**src/rtl/dac_out.sv**
```systemverilog
// rtl/dac_out.sv - gain/offset DAC output stage with underrun and TLAST counters
// Optional ramp-down to zero on disable is enabled by defining DAC_OUT_RAMP_EN.
module dac_out #(
  parameter int DW = 14,
  parameter int MW = 16
) (
  input  logic          clk,
  input  logic          rstn,
  input  logic [DW-1:0] sti_tdata,
  input  logic          sti_tvalid,
  output logic          sti_tready,
  input  logic          sti_tlast,
  input  logic          cfg_ena,
  input  logic [MW-1:0] cfg_mul,
  input  logic [DW-1:0] cfg_sum,
  input  logic [DW-2:0] cfg_stp,
  input  logic          cfg_clr,
  output logic [DW-1:0] dac_dat,
  output logic          dac_vld,
  output logic [31:0]   sts_urn,
  output logic [31:0]   sts_lst
);

`ifdef DAC_OUT_RAMP_EN
  typedef enum logic [1:0] {IDLE = 2'd0, RUN = 2'd1, RAMP = 2'd2} state_t;
`else
  typedef enum logic [1:0] {IDLE = 2'd0, RUN = 2'd1} state_t;
`endif

  state_t state, state_n;

  logic                      xfer;
  logic                      v1;
  logic signed [DW+MW-1:0]   prod;
  logic signed [DW+MW-1:0]   prod_q;
  logic signed [DW+MW-1:0]   prod_sh;
  logic signed [DW+MW:0]     acc;
  logic [DW-MW+MW:0]         acc_top_unused_guard;
  logic [MW+1:0]             acc_top;
  logic [DW-1:0]             sat_y;
  logic [DW-1:0]             y_q;
  logic [DW-1:0]             ramp_y;

  assign xfer = sti_tvalid & sti_tready;

  // Operands are sign-extended to the product width so the multiply keeps full precision.
  assign prod    = $signed({{MW{sti_tdata[DW-1]}}, sti_tdata}) * $signed({{DW{cfg_mul[MW-1]}}, cfg_mul});
  assign prod_sh = prod_q >>> (MW-2);
  assign acc     = $signed({prod_sh[DW+MW-1], prod_sh}) + $signed({{(MW+1){cfg_sum[DW-1]}}, cfg_sum});

  // In range only when every bit above the sample sign bit matches it.
  assign acc_top = acc[DW+MW:DW-1];
  assign acc_top_unused_guard = '0;

  always_comb begin
    sat_y = acc[DW-1:0];
    if (!((acc_top == '0) || (acc_top == '1))) begin
      if (acc[DW+MW]) sat_y = {1'b1, {(DW-1){1'b0}}};
      else            sat_y = {1'b0, {(DW-1){1'b1}}};
    end
  end

`ifdef DAC_OUT_RAMP_EN
  logic [DW-1:0] ramp_mag;
  logic [DW-1:0] stp_ext;

  assign ramp_mag = y_q[DW-1] ? (~y_q + 1'b1) : y_q;
  assign stp_ext  = {1'b0, cfg_stp};

  // Clamp at zero so the ramp never overshoots; a zero step snaps straight to zero.
  always_comb begin
    ramp_y = '0;
    if ((cfg_stp != '0) && (ramp_mag > stp_ext)) begin
      if (y_q[DW-1]) ramp_y = y_q + stp_ext;
      else           ramp_y = y_q - stp_ext;
    end
  end
`else
  logic unused_stp;
  assign unused_stp = ^cfg_stp;
  assign ramp_y     = '0;
`endif

  always_ff @(posedge clk or negedge rstn) begin
    if (!rstn) state <= IDLE;
    else       state <= state_n;
  end

  always_comb begin
    state_n    = state;
    sti_tready = 1'b0;
    dac_vld    = 1'b0;
    case (state)
      IDLE: begin
        if (cfg_ena) state_n = RUN;
      end
      RUN: begin
        sti_tready = cfg_ena;
        dac_vld    = 1'b1;
`ifdef DAC_OUT_RAMP_EN
        if (!cfg_ena) state_n = RAMP;
`else
        if (!cfg_ena) state_n = IDLE;
`endif
      end
`ifdef DAC_OUT_RAMP_EN
      RAMP: begin
        dac_vld = 1'b1;
        if (y_q == '0) state_n = IDLE;
      end
`endif
      default: state_n = IDLE;
    endcase
  end

  // Stage 2 only commits while RUN stays enabled, which drops in-flight samples on exit.
  always_ff @(posedge clk or negedge rstn) begin
    if (!rstn) begin
      v1     <= 1'b0;
      prod_q <= '0;
      y_q    <= '0;
    end else begin
      v1 <= xfer;
      if (xfer) prod_q <= prod;
      case (state)
        RUN: begin
          if (v1 && cfg_ena) y_q <= sat_y;
        end
`ifdef DAC_OUT_RAMP_EN
        RAMP: y_q <= ramp_y;
`endif
        default: y_q <= '0;
      endcase
    end
  end

  assign dac_dat = (state == IDLE) ? {1'b1, {(DW-1){1'b0}}} : {~y_q[DW-1], y_q[DW-2:0]};

  always_ff @(posedge clk or negedge rstn) begin
    if (!rstn) begin
      sts_urn <= '0;
      sts_lst <= '0;
    end else if (cfg_clr) begin
      sts_urn <= '0;
      sts_lst <= '0;
    end else begin
      if ((state == RUN) && !sti_tvalid && (sts_urn != '1)) sts_urn <= sts_urn + 32'd1;
      if (xfer && sti_tlast && (sts_lst != '1))             sts_lst <= sts_lst + 32'd1;
    end
  end

  logic unused_ramp;
  assign unused_ramp = ^{ramp_y, acc_top_unused_guard};

endmodule
```
**config.mk**
```make
export PLATFORM = sky130hd
export DESIGN_NAME = dac_out
export DESIGN_NICKNAME = d
export VERILOG_FILES = /design/src/rtl/dac_out.sv
export SDC_FILE = /design/constraint.sdc
export NUM_CORES = 1
export LEC_CHECK = 0
export ABC_AREA = 1
export BUFFER_PORTS_ARGS = -buffer_cell sky130_fd_sc_hd__buf_2
export CORE_ASPECT_RATIO = 0.6
export CORE_MARGIN = 5
export CORE_UTILIZATION = 35
export DETAILED_ROUTE_END_ITERATION = 10
export SYNTH_ARGS = -nofsm -noshare
export SYNTH_HDL_FRONTEND = slang
export SYNTH_SLANG_ARGS = --single-unit
export TNS_END_PERCENT = 30
```
**constraint.sdc**
```tcl
create_clock -name clk -period 4 [get_ports clk]
set_input_delay 0.8 -clock clk [delete_from_list [all_inputs] [get_ports clk]]
set_output_delay 0.8 -clock clk [all_outputs]
set_load 0.1 [all_outputs]
```
==> out/metrics.cfg <==
[placement]
port-buffer-count=129
dp.cells=2933
dpl.hpwl_microns=37900
gp_congestion=0.991
dpl_cell_area_sq_um=18100

[global_route]
grt_antenna_before_repair=5
grt_pass1_wl_microns=76600
grt_max_degree=66
grt_pass1_vias=14592
grt_overflow=0
grt.total_usage_pct=19.2

[sta]
tightestPinTransition_ps=888
clock_skew_ps=11.7
rsz0062_at_grt=yes
whs_ps=485
worst_slew_margin_rel_pct=40.8
setup_viol_count_final=16
finalMaxSlewViolations=0
layout_setup_ws_ps=-1450
fin_crit_ps=5450
fmax_mhz=183
period_share_pct=136
hold_viol_final=0

[clocking]
cts_tree=done
clock_tree.buffer_depth=2
postCtsHoldBufs=0
clock-sinks=96
cts_made_buffers=9
clk_pin_slew_worst_paths_ps=70
clock_latency_ps=370
htree_levels=3
root_buffer=clkbuf_16

[detailed_routing]
m1WireLength_microns=22500
wl_met3_microns=3400
viasPerCell=4.79
wl_met2_microns=19000
top_layer=met5
routedWlPerCell_microns=15.2
routed_wl_microns=45300
drc=0
route.antenna.remaining_nets=0
num_vias=14230
drt_iter0_markers=958
first_pass_iters=5

[logic_synthesis]
ys_seq_elements=96
synth_area_sq_um=15500
synth_nets=2508
synth_area_per_cell_sq_um=7.25
synthArstFlopShare_pct=100
synth_edf_count=0
synth_cells=2139
ys_seq_area_share_pct=15.5
yosys_warnings=0
synth_ff_type=dfrtp_1
ys_types=44

[die]
die_h_microns=173
core_area_sq_um=43600
placementRows=59
start_util_pct=35.6
pin_count=143
die_w_microns=282
die-area_sq_um=48800

[status]
violations=setup timing
status=finished, violations left

[layout]
drive_gt1_share_pct=22.2
fin_nets=2756
fin_area_sq_um=19200
fin_cells=2972
syn2layout_area_growth_pct=23.9

[worst_setup_path]
path_buf_inv=7
arrival_ps=5700
worstSetupStartpointType=primary input
path_max_fanout=7
cpPeakStageDelay_ps=550
cp_top_family=adder cells
crit_slowest_cell=fa_1
criticalPathCategory=in -> reg
cp_data_required_time_ps=4250
cpMostUsedCell=fa_1
end_kind=flop
path_cells=buf_12, buf_12, nand2_4, fa_1, fa_2, buf_6, buf_4, fa_1, inv_1, fa_1, inv_1, fa_1, fa_1, inv_2, ha_4, nand2_4, nor2_4, nand2_2, nor3_2, nand2_2, nand2_1, nand2_1, nand3_1, nand2_1

[min_path]
hold_path.class=reg -> reg

[run]
cap_violations=0

[area by class of cell]
cell class                      count  area, sq um
Sequential cell                    96         2400
Timing Repair Buffer              304         2220
Multi-Input combinational cell   1471        11700
Clock inverter                      7         60.1
Antenna cell                        1         2.50
Clock buffer                        9          225
Fill cell                        4412        24300
Inverter                          505         1910
Tap cell                          579          724
[worst min-delay path, stage by stage (launching register included)]
cell and delay (ps):
dfrtp_1 340, nand2_1 60, nand2_1 50
[layout by cell type (no fill, tap or decap), types with 3 or more instances in the layout]
cell,Yosys,final
buf_12,0,9
clkinvlp_4,0,5
nor2_2,2,15
ha_1,87,63
nor2_4,0,7
o21ai_1,20,32
o21a_1,4,4
ha_4,0,23
nor3_2,5,7
o21ai_2,0,3
fa_2,0,13
fa_1,219,206
inv_2,10,31
xnor2_1,34,33
nor3_1,35,29
clkbuf_16,0,9
inv_1,494,470
nand2_2,23,39
nand3_1,86,79
nor3_4,1,5
o31ai_1,20,20
buf_6,3,17
or2_2,5,3
buf_4,3,170
nand2_4,4,13
nand3_2,4,9
buf_2,7,106
nand2_1,620,594
nor2_1,129,109
nand3b_1,7,7
nor4_1,17,16
dfrtp_1,96,96
nand4_1,29,29
a21oi_2,5,22
o21ai_0,37,22
xor2_1,24,24
a21oi_1,38,20
inv_6,0,3
[kinds of logic (layout without fill, tap and decap cells)]
family / count (synthesis) / count (layout) / share of synthesized area, %
adder cells (fa/ha/maj): 306 / 306 / 35.3
other: 0 / 1 / 0
AND/OR/NAND/NOR: 969 / 969 / 26.5
XOR/XNOR: 58 / 58 / 3.27
flip-flops: 96 / 96 / 15.5
buffers and inverters: 572 / 825 / 14.2
AO/OA/AOI/OAI: 138 / 138 / 5.26
[Yosys cell counts, drive strengths merged, types with 2 or more instances]
cell type / count / share of area (%)
fa: 219 / 28
ha: 87 / 7.0
nor3: 41 / 1.6
nor2: 131 / 3.2
a21o: 2 / 0.097
o21ai: 58 / 1.9
a21oi: 43 / 1.5
nand3: 90 / 3.0
a21boi: 2 / 0.097
o21a: 4 / 0.19
buf: 18 / 0.78
inv: 504 / 12
nor4: 18 / 0.77
nand4: 29 / 1.2
nand3b: 7 / 0.34
xnor2: 34 / 1.9
o21bai: 3 / 0.15
o31ai: 21 / 1.0
a31oi: 3 / 0.12
clkbuf: 49 / 1.2
dfrtp: 96 / 15
nand2: 647 / 16
or2: 5 / 0.20
xor2: 24 / 1.4
[repair_timing]
| item | in CTS | in global routing |
|---|---|---|
| buffers inserted | 19 | 3 |
| pin swaps | 70 | 25 |
| gates resized for setup | 134 | 35 |
| setup endpoints to repair | 16 | 16 |
| gates cloned | 1 | 0 |
[final timing paths]
path | depth (start not counted) | to | startpoint | slack [ps]
worst max-delay path | 24 | prod_q[26]$_DFFE_PN0P_ | sti_tdata[3] | -1450
worst min register to register | 2 | y_q[1]$_DFFE_PN0P_ | y_q[1]$_DFFE_PN0P_ | 490
worst max register to register | 11 | sts_urn[24]$_DFFE_PN0P_ | sts_urn[6]$_DFFE_PN0P_ | 1390
min in group asynchronous | 1 | sts_urn[30]$_DFFE_PN0P_ | rstn | 530
max in group asynchronous | 2 | prod_q[27]$_DFFE_PN0P_ | rstn | 2640
worst min-delay path | 2 | y_q[1]$_DFFE_PN0P_ | y_q[1]$_DFFE_PN0P_ | 490
[through the flow]
| stage | utilization (%) | setup TNS [ps] | setup slack, ps |
|---|---|---|---|
| after floorplan | - | -23070 | -1620 |
| after global placement | 41.6 | -31450 | -2060 |
| after detailed placement | 41.6 | -32700 | -2260 |
| after CTS | 43.8 | -21490 | -1420 |
| after global routing | 44.1 | -25550 | -1700 |
| final | 44.1 | -21980 | -1450 |
[state kept, by name, summed over array words and instances, names as in the netlist]
register and flops:
prod_q 16, sts_lst 32, y_q 14, v1 1, sts_urn 32, state 1
[layer usage]
metal  track usage (%)  vias up
li1                  -     6910
met2              28.3      397
met3              4.30       37
met1              29.5     6884
met4              2.38        2
met5                 0        -
Power is left out: the tool's default activity adds up to more than one toggle a clock period on the data nets, which glitch-free logic cannot reach.
